`config.mk`:
```
export PLATFORM = sky130hd
export DESIGN_NAME = fsk_bit_slicer
export DESIGN_NICKNAME = d
export VERILOG_FILES = /design/src/rtl/fsk_bit_slicer.sv
export SDC_FILE = /design/constraint.sdc
export NUM_CORES = 1
export LEC_CHECK = 0
export CAP_MARGIN = 20
export CORE_MARGIN = 2
export CORE_UTILIZATION = 50
export DETAILED_ROUTE_END_ITERATION = 6
export HOLD_SLACK_MARGIN = 0.06
export PLACE_DENSITY = 0.82
export SLEW_MARGIN = 40
export SYNTH_ARGS = -nofsm -noshare
export SYNTH_HDL_FRONTEND = slang
export SYNTH_SLANG_ARGS = --single-unit
```
`constraint.sdc`:
```
create_clock -name clk -period 6.4 [get_ports clk]
set_input_delay 1.28 -clock clk [delete_from_list [all_inputs] [get_ports clk]]
set_output_delay 1.28 -clock clk [all_outputs]
set_load 0.005 [all_outputs]
```
`src/rtl/fsk_bit_slicer.sv`:
```
// FSK bit slicer: hysteresis slicer on the averager output plus an
// asynchronous-serial framing FSM (1 start, 8 data LSB first, 1 stop).
// Completed bytes are offered on a one-entry valid/ready output slot.
module fsk_bit_slicer #(
   parameter int THRESH          = 1024,
   parameter int SAMPLES_PER_BIT = 16
) (
   input  logic        clk,
   input  logic        rst,
   input  logic [31:0] phase,
   input  logic [4:0]  sample_rate,
   input  logic [15:0] filtered,
   output logic        slice,
   output logic [7:0]  data_out,
   output logic        data_valid,
   input  logic        data_ready,
   output logic        frame_err,
   output logic        overrun
);

   localparam int CW = $clog2(SAMPLES_PER_BIT);
   // START decides on the strobe where the counter would reach half-bit - 1,
   // i.e. while it still holds half-bit - 2.
   localparam logic [CW-1:0] HALF_LAST = CW'(SAMPLES_PER_BIT / 2 - 2);
   localparam logic [CW-1:0] BIT_LAST  = CW'(SAMPLES_PER_BIT - 1);
   localparam logic signed [16:0] TH_POS = 17'(THRESH);
   localparam logic signed [16:0] TH_NEG = -TH_POS;

   typedef enum logic [1:0] {IDLE, START, DATA, STOP} state_t;

   state_t          state_q, state_d;
   logic            prev_q, prev_d;
   logic            slice_q, slice_d;
   logic [CW-1:0]   scnt_q, scnt_d;
   logic [2:0]      bcnt_q, bcnt_d;
   logic [7:0]      sreg_q, sreg_d;
   logic [7:0]      dout_q, dout_d;
   logic            dv_q, dv_d;
   logic            fe_q, fe_d;
   logic            ov_q, ov_d;

   logic            stb;
   logic            s;
   logic            hs;
   logic            byte_done;
   logic signed [16:0] filt_x;

   // Strobe detect and hysteresis decision; exact +/-THRESH holds the slice.
   always_comb begin
      stb    = phase[sample_rate] ^ prev_q;
      filt_x = {filtered[15], filtered};
      if (filt_x > TH_POS)      s = 1'b1;
      else if (filt_x < TH_NEG) s = 1'b0;
      else                      s = slice_q;
   end

   // Framing FSM and output slot; everything except the handshake waits for a strobe.
   always_comb begin
      state_d   = state_q;
      prev_d    = prev_q;
      slice_d   = slice_q;
      scnt_d    = scnt_q;
      bcnt_d    = bcnt_q;
      sreg_d    = sreg_q;
      dout_d    = dout_q;
      dv_d      = dv_q;
      fe_d      = 1'b0;
      ov_d      = 1'b0;
      byte_done = 1'b0;
      hs        = dv_q & data_ready;

      if (stb) begin
         prev_d  = phase[sample_rate];
         slice_d = s;
         case (state_q)
            IDLE: begin
               // A start edge is a mark-to-space transition of the decision.
               if (slice_q && !s) begin
                  state_d = START;
                  scnt_d  = '0;
               end
            end
            START: begin
               if (scnt_q == HALF_LAST) begin
                  scnt_d  = '0;
                  bcnt_d  = 3'd0;
                  state_d = s ? IDLE : DATA;
               end else begin
                  scnt_d = scnt_q + CW'(1);
               end
            end
            DATA: begin
               if (scnt_q == BIT_LAST) begin
                  sreg_d[bcnt_q] = s;
                  scnt_d         = '0;
                  if (bcnt_q == 3'd7) state_d = STOP;
                  else                bcnt_d  = bcnt_q + 3'd1;
               end else begin
                  scnt_d = scnt_q + CW'(1);
               end
            end
            STOP: begin
               if (scnt_q == BIT_LAST) begin
                  scnt_d  = '0;
                  state_d = IDLE;
                  if (s) byte_done = 1'b1;
                  else   fe_d      = 1'b1;
               end else begin
                  scnt_d = scnt_q + CW'(1);
               end
            end
            default: state_d = IDLE;
         endcase
      end

      // A slot being emptied this cycle can take the new byte directly.
      if (byte_done && (!dv_q || hs)) begin
         dout_d = sreg_q;
         dv_d   = 1'b1;
      end else if (byte_done) begin
         ov_d = 1'b1;
      end else if (hs) begin
         dv_d = 1'b0;
      end
   end

   // State registers.
   always_ff @(posedge clk or posedge rst) begin
      if (rst) begin
         state_q <= IDLE;
         prev_q  <= 1'b0;
         slice_q <= 1'b1;
         scnt_q  <= '0;
         bcnt_q  <= 3'd0;
         sreg_q  <= 8'h00;
         dout_q  <= 8'h00;
         dv_q    <= 1'b0;
         fe_q    <= 1'b0;
         ov_q    <= 1'b0;
      end else begin
         state_q <= state_d;
         prev_q  <= prev_d;
         slice_q <= slice_d;
         scnt_q  <= scnt_d;
         bcnt_q  <= bcnt_d;
         sreg_q  <= sreg_d;
         dout_q  <= dout_d;
         dv_q    <= dv_d;
         fe_q    <= fe_d;
         ov_q    <= ov_d;
      end
   end

   assign slice      = slice_q;
   assign data_out   = dout_q;
   assign data_valid = dv_q;
   assign frame_err  = fe_q;
   assign overrun    = ov_q;

endmodule

```
==> metrics, run 1 <==
pwr dens 220 nW/um^2; Post-synth top cells dfrtp_1, mux2i_1, nand2_1; cts repair resizes 0; H-tree levels 2; CP top delay family multiplexers; Worst Tran Pin Value ~0.5 ns; Yosys top cell area share 34.9%; VDD IR max roughly 0.23 mV; Initial Util roughly 52%; sum of net half-perimeters after detailed placement 3840 um; Netlist cell types 50; Synth-to-Final Area Change 37.7%; Clk pin slew, worst setup/hold paths 0.06 ns; Final #Nets 328; root buffer cell clkbuf_8; clock sinks 30; fin crit share 57.1%; Yosys warnings 0; Syn Area/Cell 10.5 sq um; CP Capture Type flip-flop; DRT Pass-1 Iters 4; worst reg2reg path depth 7; DRC Markers 0; sequential fraction of the synthesis area between 30 and 40%; WHS Path Cells 1; startpoint types primary input; Fmax 274 MHz; worst reg-to-reg setup slack 3.73 ns; Die H between 60 and 70 um; multi-input logic area 1240 sq um; Antenna Cells 0; Cell Area, Placed 2770 sq um; Hold WS between 0.4 and 0.5 ns; largest net degree at the start of global routing 31; Yosys top cell by area dfrtp_1; first-pass GRT wire length 8020 um; Syn Nets 258; grt total ovfl 0; cells after synthesis a little under 200; die area approximately 4700 sq um; Total GRT Usage a little under a quarter; # rows 23; cell with the most instances after synthesis dfrtp_1; share of layout cells above drive strength 1 between 15 and 20%; max-cap violations 0; CTS tree yes; EDFF count, synth 0; IO Pins 68; GP Congestion 0.821; Antenna Violating Nets Remaining 0; Fill cells 297; Crit path arrival time 3.82 ns; Pwr Total 0.630 mW; vias in the first global route 1759; Fin. Hold Viols 0; worst hold start sreg_q[5]; FFs w/ async S/R, synth 100%; final setup TNS 0 ns; final setup fails 0; crit-path max cell delay 0.51 ns; Relative slew margins about two thirds; Slowest-stage cell, CP or4_1; core box area 4000 sq um; via count between 1500 and 2000; Slew Limit Fails 0; Critical path buffers and inverters 2; DR vias/cell 5.51; fin area 2860 sq um; RSZ-0062 raised after global routing no; Sequential cell area 752 sq um; antenna violations before repair 0; P_leak 1.26 nW; number of buffers added on ports 67; run status complete, no violations; drt total wl 4990 um; startpoint of the worst register-to-register path slice; crit-path max FO 11; synthesized area 2080 sq um; Post-CTS Setup Bufs 0; FF-to-FF End data_out[6]; crit path cell chain clkdlybuf4s50_1, nand4_1, o21ai_1, o31a_1, inv_2, or4_1, mux2_4, mux2_4; clock tree buffer depth 2; minimum clock period 3.65 ns; skew final roughly 0.0047 ns; commonest register cell after synthesis dfrtp_1; Skew-Pair Late Insertion Delay 0.28 ns; CP dominant cell by count mux2_4; Hold EP sreg_q[5]; Hold Path Class reg -> reg; CTS Buf Count 5; Setup CP Type in -> reg; Die W 68.5 um; initial drt markers 120; data required time of the critical path 6.56 ns; Synth Register Bits 30; Synth area leaders dfrtp_1, mux2i_1, mux2_4; hold_buf cts 0; Routed WL per cell between 15 and 20 um
state kept, by name, summed over array words and instances, names as in the netlist, named ones only:
register / cells
sreg_q: 8
frame_err: 1
state_q: 1
overrun: 1
bcnt_q: 3
data_valid: 1
scnt_q: 4
prev_q: 1
slice: 1
data_out: 8
cell families (layout without fill, tap and decap cells):
| logic type | after synthesis | in the layout | synth area share [%] |
|---|---|---|---|
| buffers and inverters | 15 | 86 | 3.92 |
| adders and majority gates | 4 | 4 | 2.41 |
| DFF | 30 | 30 | 36.2 |
| and+or+nand+nor | 80 | 80 | 24.0 |
| AOI/OAI and AO/OA | 21 | 21 | 7.23 |
| xor gates and xnor gates | 3 | 3 | 1.27 |
| muxes | 45 | 45 | 25.0 |
per-layer routing:
layer	vias to the layer above	global-route usage [%]	routed length, um
met3	11	4.93	228
met5	-	0	0
met1	836	27.5	2200
met2	44	41.6	2480
met4	0	7.75	85
li1	868	-	-
worst reg2reg max path, stage by stage, from the launching register on:
cell and delay (ns):
dfstp_2 0.55, nand2_1 0.05, o21ai_1 0.17, o31a_1 0.46
inv_2 0.14, or4_1 0.51, mux2_4 0.36, mux2_4 0.32
final cells by class:
class	count	area share, %
inverters	10	1.31
clock buffers	7	3.02
multi-input cells	153	43.5
well taps	50	2.19
clock inverters	1	0.175
flip-flops and latches	30	26.3
repair buffers	68	23.5
per-stage QoR:
stage,util (%),setup WS (ns),cells
3_5_place_dp,69.3,2.30,311
3_3_place_gp,69.3,2.34,311
6_report,71.5,2.75,319
5_1_grt,71.5,2.58,319
4_1_cts,71.6,2.59,319
2_1_floorplan,-,3.40,198
how the worst max path moves through the flow:
stage	to	cells past startpoint	from
CTS	data_out[3]	8	sample_rate[1]
floorplan	bcnt_q[0]	9	sample_rate[1]
detailed placement	data_out[5]	8	sample_rate[1]
finish	data_out[6]	8	filtered[10]
global route	data_out[6]	8	filtered[10]
global placement	data_out[6]	8	sample_rate[1]
power by group:
part	switching [mW]	total (mW)	internal [mW]	leakage [nW]
clock	0.0697	0.156	0.0866	0.0482
sequential	0.0417	0.258	0.217	0.392
combinational	0.100	0.215	0.115	0.822
total	0.212	0.630	0.418	1.26
layout by cell type (no fill, tap or decap), types with 2 or more instances in the layout:
cell,Yosys,routed
nand2b_1,4,4
or4_1,3,3
mux2_4,11,11
ha_1,4,4
or3b_1,3,3
dfrtp_1,29,29
a31oi_1,2,2
clkbuf_8,0,6
nand2_1,17,17
nand3_2,4,4
mux2_1,3,3
nand3_1,8,8
clkdlybuf4s50_1,0,66
and4bb_2,2,2
a22oi_1,4,4
inv_2,2,2
nand4_1,2,2
nor3_1,2,2
xnor2_1,3,3
mux2_2,8,8
nor2_1,14,14
nor4_1,5,5
a21oi_1,4,4
nand2_4,2,2
mux2i_1,23,23
o21ai_0,3,3
or3b_2,2,2
inv_1,8,8
or3_1,2,2
Note: power is estimated with default switching activity, not from simulation.
==> inputs of run 2 (changes only) <==
--- a/config.mk
+++ b/config.mk
@@ -7,10 +7,10 @@
 export LEC_CHECK = 0
 export CAP_MARGIN = 20
 export CORE_MARGIN = 2
-export CORE_UTILIZATION = 50
+export CORE_UTILIZATION = 46
 export DETAILED_ROUTE_END_ITERATION = 6
 export HOLD_SLACK_MARGIN = 0.06
-export PLACE_DENSITY = 0.82
+export PLACE_DENSITY = 0.76
 export SLEW_MARGIN = 40
 export SYNTH_ARGS = -nofsm -noshare
 export SYNTH_HDL_FRONTEND = slang
==> constraint.sdc (replaced) <==
create_clock -name clk -period 3.4 [get_ports clk]
set_input_delay 0.68 -clock clk [delete_from_list [all_inputs] [get_ports clk]]
set_output_delay 0.68 -clock clk [all_outputs]
set_load 0.005 [all_outputs]
==> run 2 against run 1 <==
  * Via count did not move
  * Global-route usage fell by 3.1 points
  * Power rose by 88%
  * Final cell count rose by 1.6%
  * Non-clock buffer count rose by 3
  * Critical endpoint unchanged
==> metrics, run 2 (synthesis gave the netlist of run 1 again) <==
startpoint of the worst register-to-register path slice; worst reg-to-reg setup slack 1.09 ns (-2.64 ns); final setup TNS 0 ns (unchanged); Slowest-stage cell, CP clkdlybuf4s50_1; cts repair resizes 0 (unchanged); Die H 71.2 um (+4.0%); Synth-to-Final Area Change 39.2%; fin crit share 80.7%; hold_buf cts 0 (unchanged); # rows 24 (+4.3%); pwr dens 409 nW/um^2 (+86%); sum of net half-perimeters after detailed placement 3720 um (-3.2%); via count 1759 (unchanged); Gate power share 34.0% (about the same); Antenna Violating Nets Remaining 0 (unchanged); worst hold start sreg_q[4]; clock tree buffer depth 2 (unchanged); startpoint types primary input; first-pass GRT wire length 7920 um (-1.3%); commonest non-fill, non-tap cells in the layout clkdlybuf4s50_1, dfrtp_1, mux2i_1; H-tree levels 2 (unchanged); antenna violations before repair 0 (unchanged); Clk pin slew, worst setup/hold paths 0.06 ns (about the same); DRC Markers 0 (unchanged); max-cap violations 0 (unchanged); Slew Limit Fails 0 (unchanged); Worst Tran Pin Value 0.505 ns (+0.00101 ns); root buffer cell clkbuf_8; clock sinks 30 (unchanged); crit path cell chain clkdlybuf4s50_1, buf_4, mux2i_1, a211oi_1, nand3_2, nand2_4, nor2_8, mux2_4, mux2_4; Setup CP Type in -> reg; share of layout cells above drive strength 1 17.6% (+0.55 points); data required time of the critical path 3.57 ns (-2.99 ns); DRT Pass-1 Iters 4 (unchanged); Relative slew margins 66.2% (-0.067 points); Hold EP sreg_q[4]; Clock Power Share 25.0% (+0.2 points); initial drt markers 85 (-29%); internal power 0.789 mW (+89%); run status complete, no violations; DR vias/cell 5.43 (-1.5%); P_leak 1.28 nW (+1.2%); Post-CTS Setup Bufs 0 (unchanged); minimum clock period 2.75 ns; worst reg2reg path depth 7 (unchanged); Switching Share 33.3% (-0.29 points); switching power total 0.394 mW (+86%); IO Pins 68 (unchanged); skew final 0.00559 ns (+0.000895 ns); die area 5070 sq um (+8.2%); GP Congestion 0.826 (+0.67%); crit-path max cell delay 0.45 ns (-0.06 ns); Die W 71.2 um (+4.0%); Final #Nets 331 (+0.91%); number of buffers added on ports 67 (unchanged); crit-path max FO 16 (+5); Fill cells 355 (+20%); WHS Path Cells 1 (unchanged); Skew-Pair Late Insertion Delay 0.28 ns (about the same); Crit path arrival time 2.91 ns (-0.91 ns); core box area 4350 sq um (+8.9%); fin area 2890 sq um (+1.0%); Reg power frac 41.0% (about the same); Fin. Hold Viols 0 (unchanged); RSZ-0062 raised after global routing no; multi-input logic area 1240 sq um (unchanged); CP dominant cell by count mux2_4; Cell Area, Placed 2800 sq um (+0.90%); Total GRT Usage 20.2% (-3.1 points); Sequential cell area 752 sq um (unchanged); CTS Buf Count 5 (unchanged); grt total ovfl 0 (unchanged); VDD IR max 0.307 mV (+32%); vias in the first global route 1683 (-4.3%); Routed WL per cell 14.8 um (-5.2%); FF-to-FF End data_out[6]; Initial Util 47.7% (-4.2 points); drt total wl 4800 um (-3.7%); final setup fails 0 (unchanged); largest net degree at the start of global routing 31 (unchanged); Antenna Cells 0 (unchanged); commonest non-fill, non-tap cell in the layout clkdlybuf4s50_1; CP Capture Type flip-flop; CTS tree yes; Hold Path Class reg -> reg; Fmax ~360 MHz
-- run 2: worst max-delay path by stage --
stage | start | endpoint | slack, ns | cells after the start
3_5_place_dp | sample_rate[1] | data_out[6] | 0.35 | 9
2_1_floorplan | sample_rate[1] | bcnt_q[0] | 1.0 | 9
6_report | sample_rate[1] | data_out[6] | 0.65 | 9
3_3_place_gp | sample_rate[1] | data_out[4] | 0.37 | 9
4_1_cts | sample_rate[1] | data_out[4] | 0.66 | 9
5_1_grt | sample_rate[1] | sreg_q[4] | 0.52 | 9
-- run 2: metrics by stage --
| step | power, mW | cells | hold WS, ns | utilization (%) | worst slack, ns |
|---|---|---|---|---|---|
| finish | 1.18 | 324 | 0.498 | 66.4 | 0.655 |
| global route | 1.27 | 324 | 0.518 | 66.4 | 0.521 |
| CTS | 1.20 | 324 | 0.502 | 66.4 | 0.662 |
| detailed placement | 0.891 | 316 | 0.487 | 64.3 | 0.354 |
| global placement | 0.883 | 316 | 0.486 | 64.3 | 0.374 |
| floorplan | 0.757 | 198 | 0.464 | - | 0.995 |
-- run 2: power by group through the flow --
stage                     registers (mW)  clock network (mW)  logic (mW)
after floorplan                    0.454                   0       0.303
after global placement             0.488                   0       0.395
after detailed placement           0.489                   0       0.402
after CTS                          0.483               0.309       0.406
after global routing               0.496               0.320       0.450
final                              0.485               0.296       0.402
-- run 2: final cells by class --
type | instances | area share, %
Clock inverter | 1 | 0.173
Multi-Input combinational cell | 153 | 43.0
Inverter | 10 | 1.30
Sequential cell | 30 | 26.0
Tap cell | 52 | 2.25
Timing Repair Buffer | 71 | 24.2
Clock buffer | 7 | 2.99
-- run 2: critical path, delay by kind of cell --
family / cells / cell delay [ns]
buf+inv: 2 / 0.71
mux: 3 / 0.82
simple gates: 3 / 0.36
compound gates: 1 / 0.33
-- run 2: routing by layer --
metal / wire length [um] / part of all wire [%] / GRT usage [%] / vias to the layer above
li1: - / - / - / 865
met1: 2190 / 46 / 26.6 / 843
met2: 2300 / 48 / 31.7 / 41
met3: 224 / 4.7 / 5.56 / 10
met4: 81 / 1.7 / 7.76 / 0
met5: 0 / 0 / 0 / -
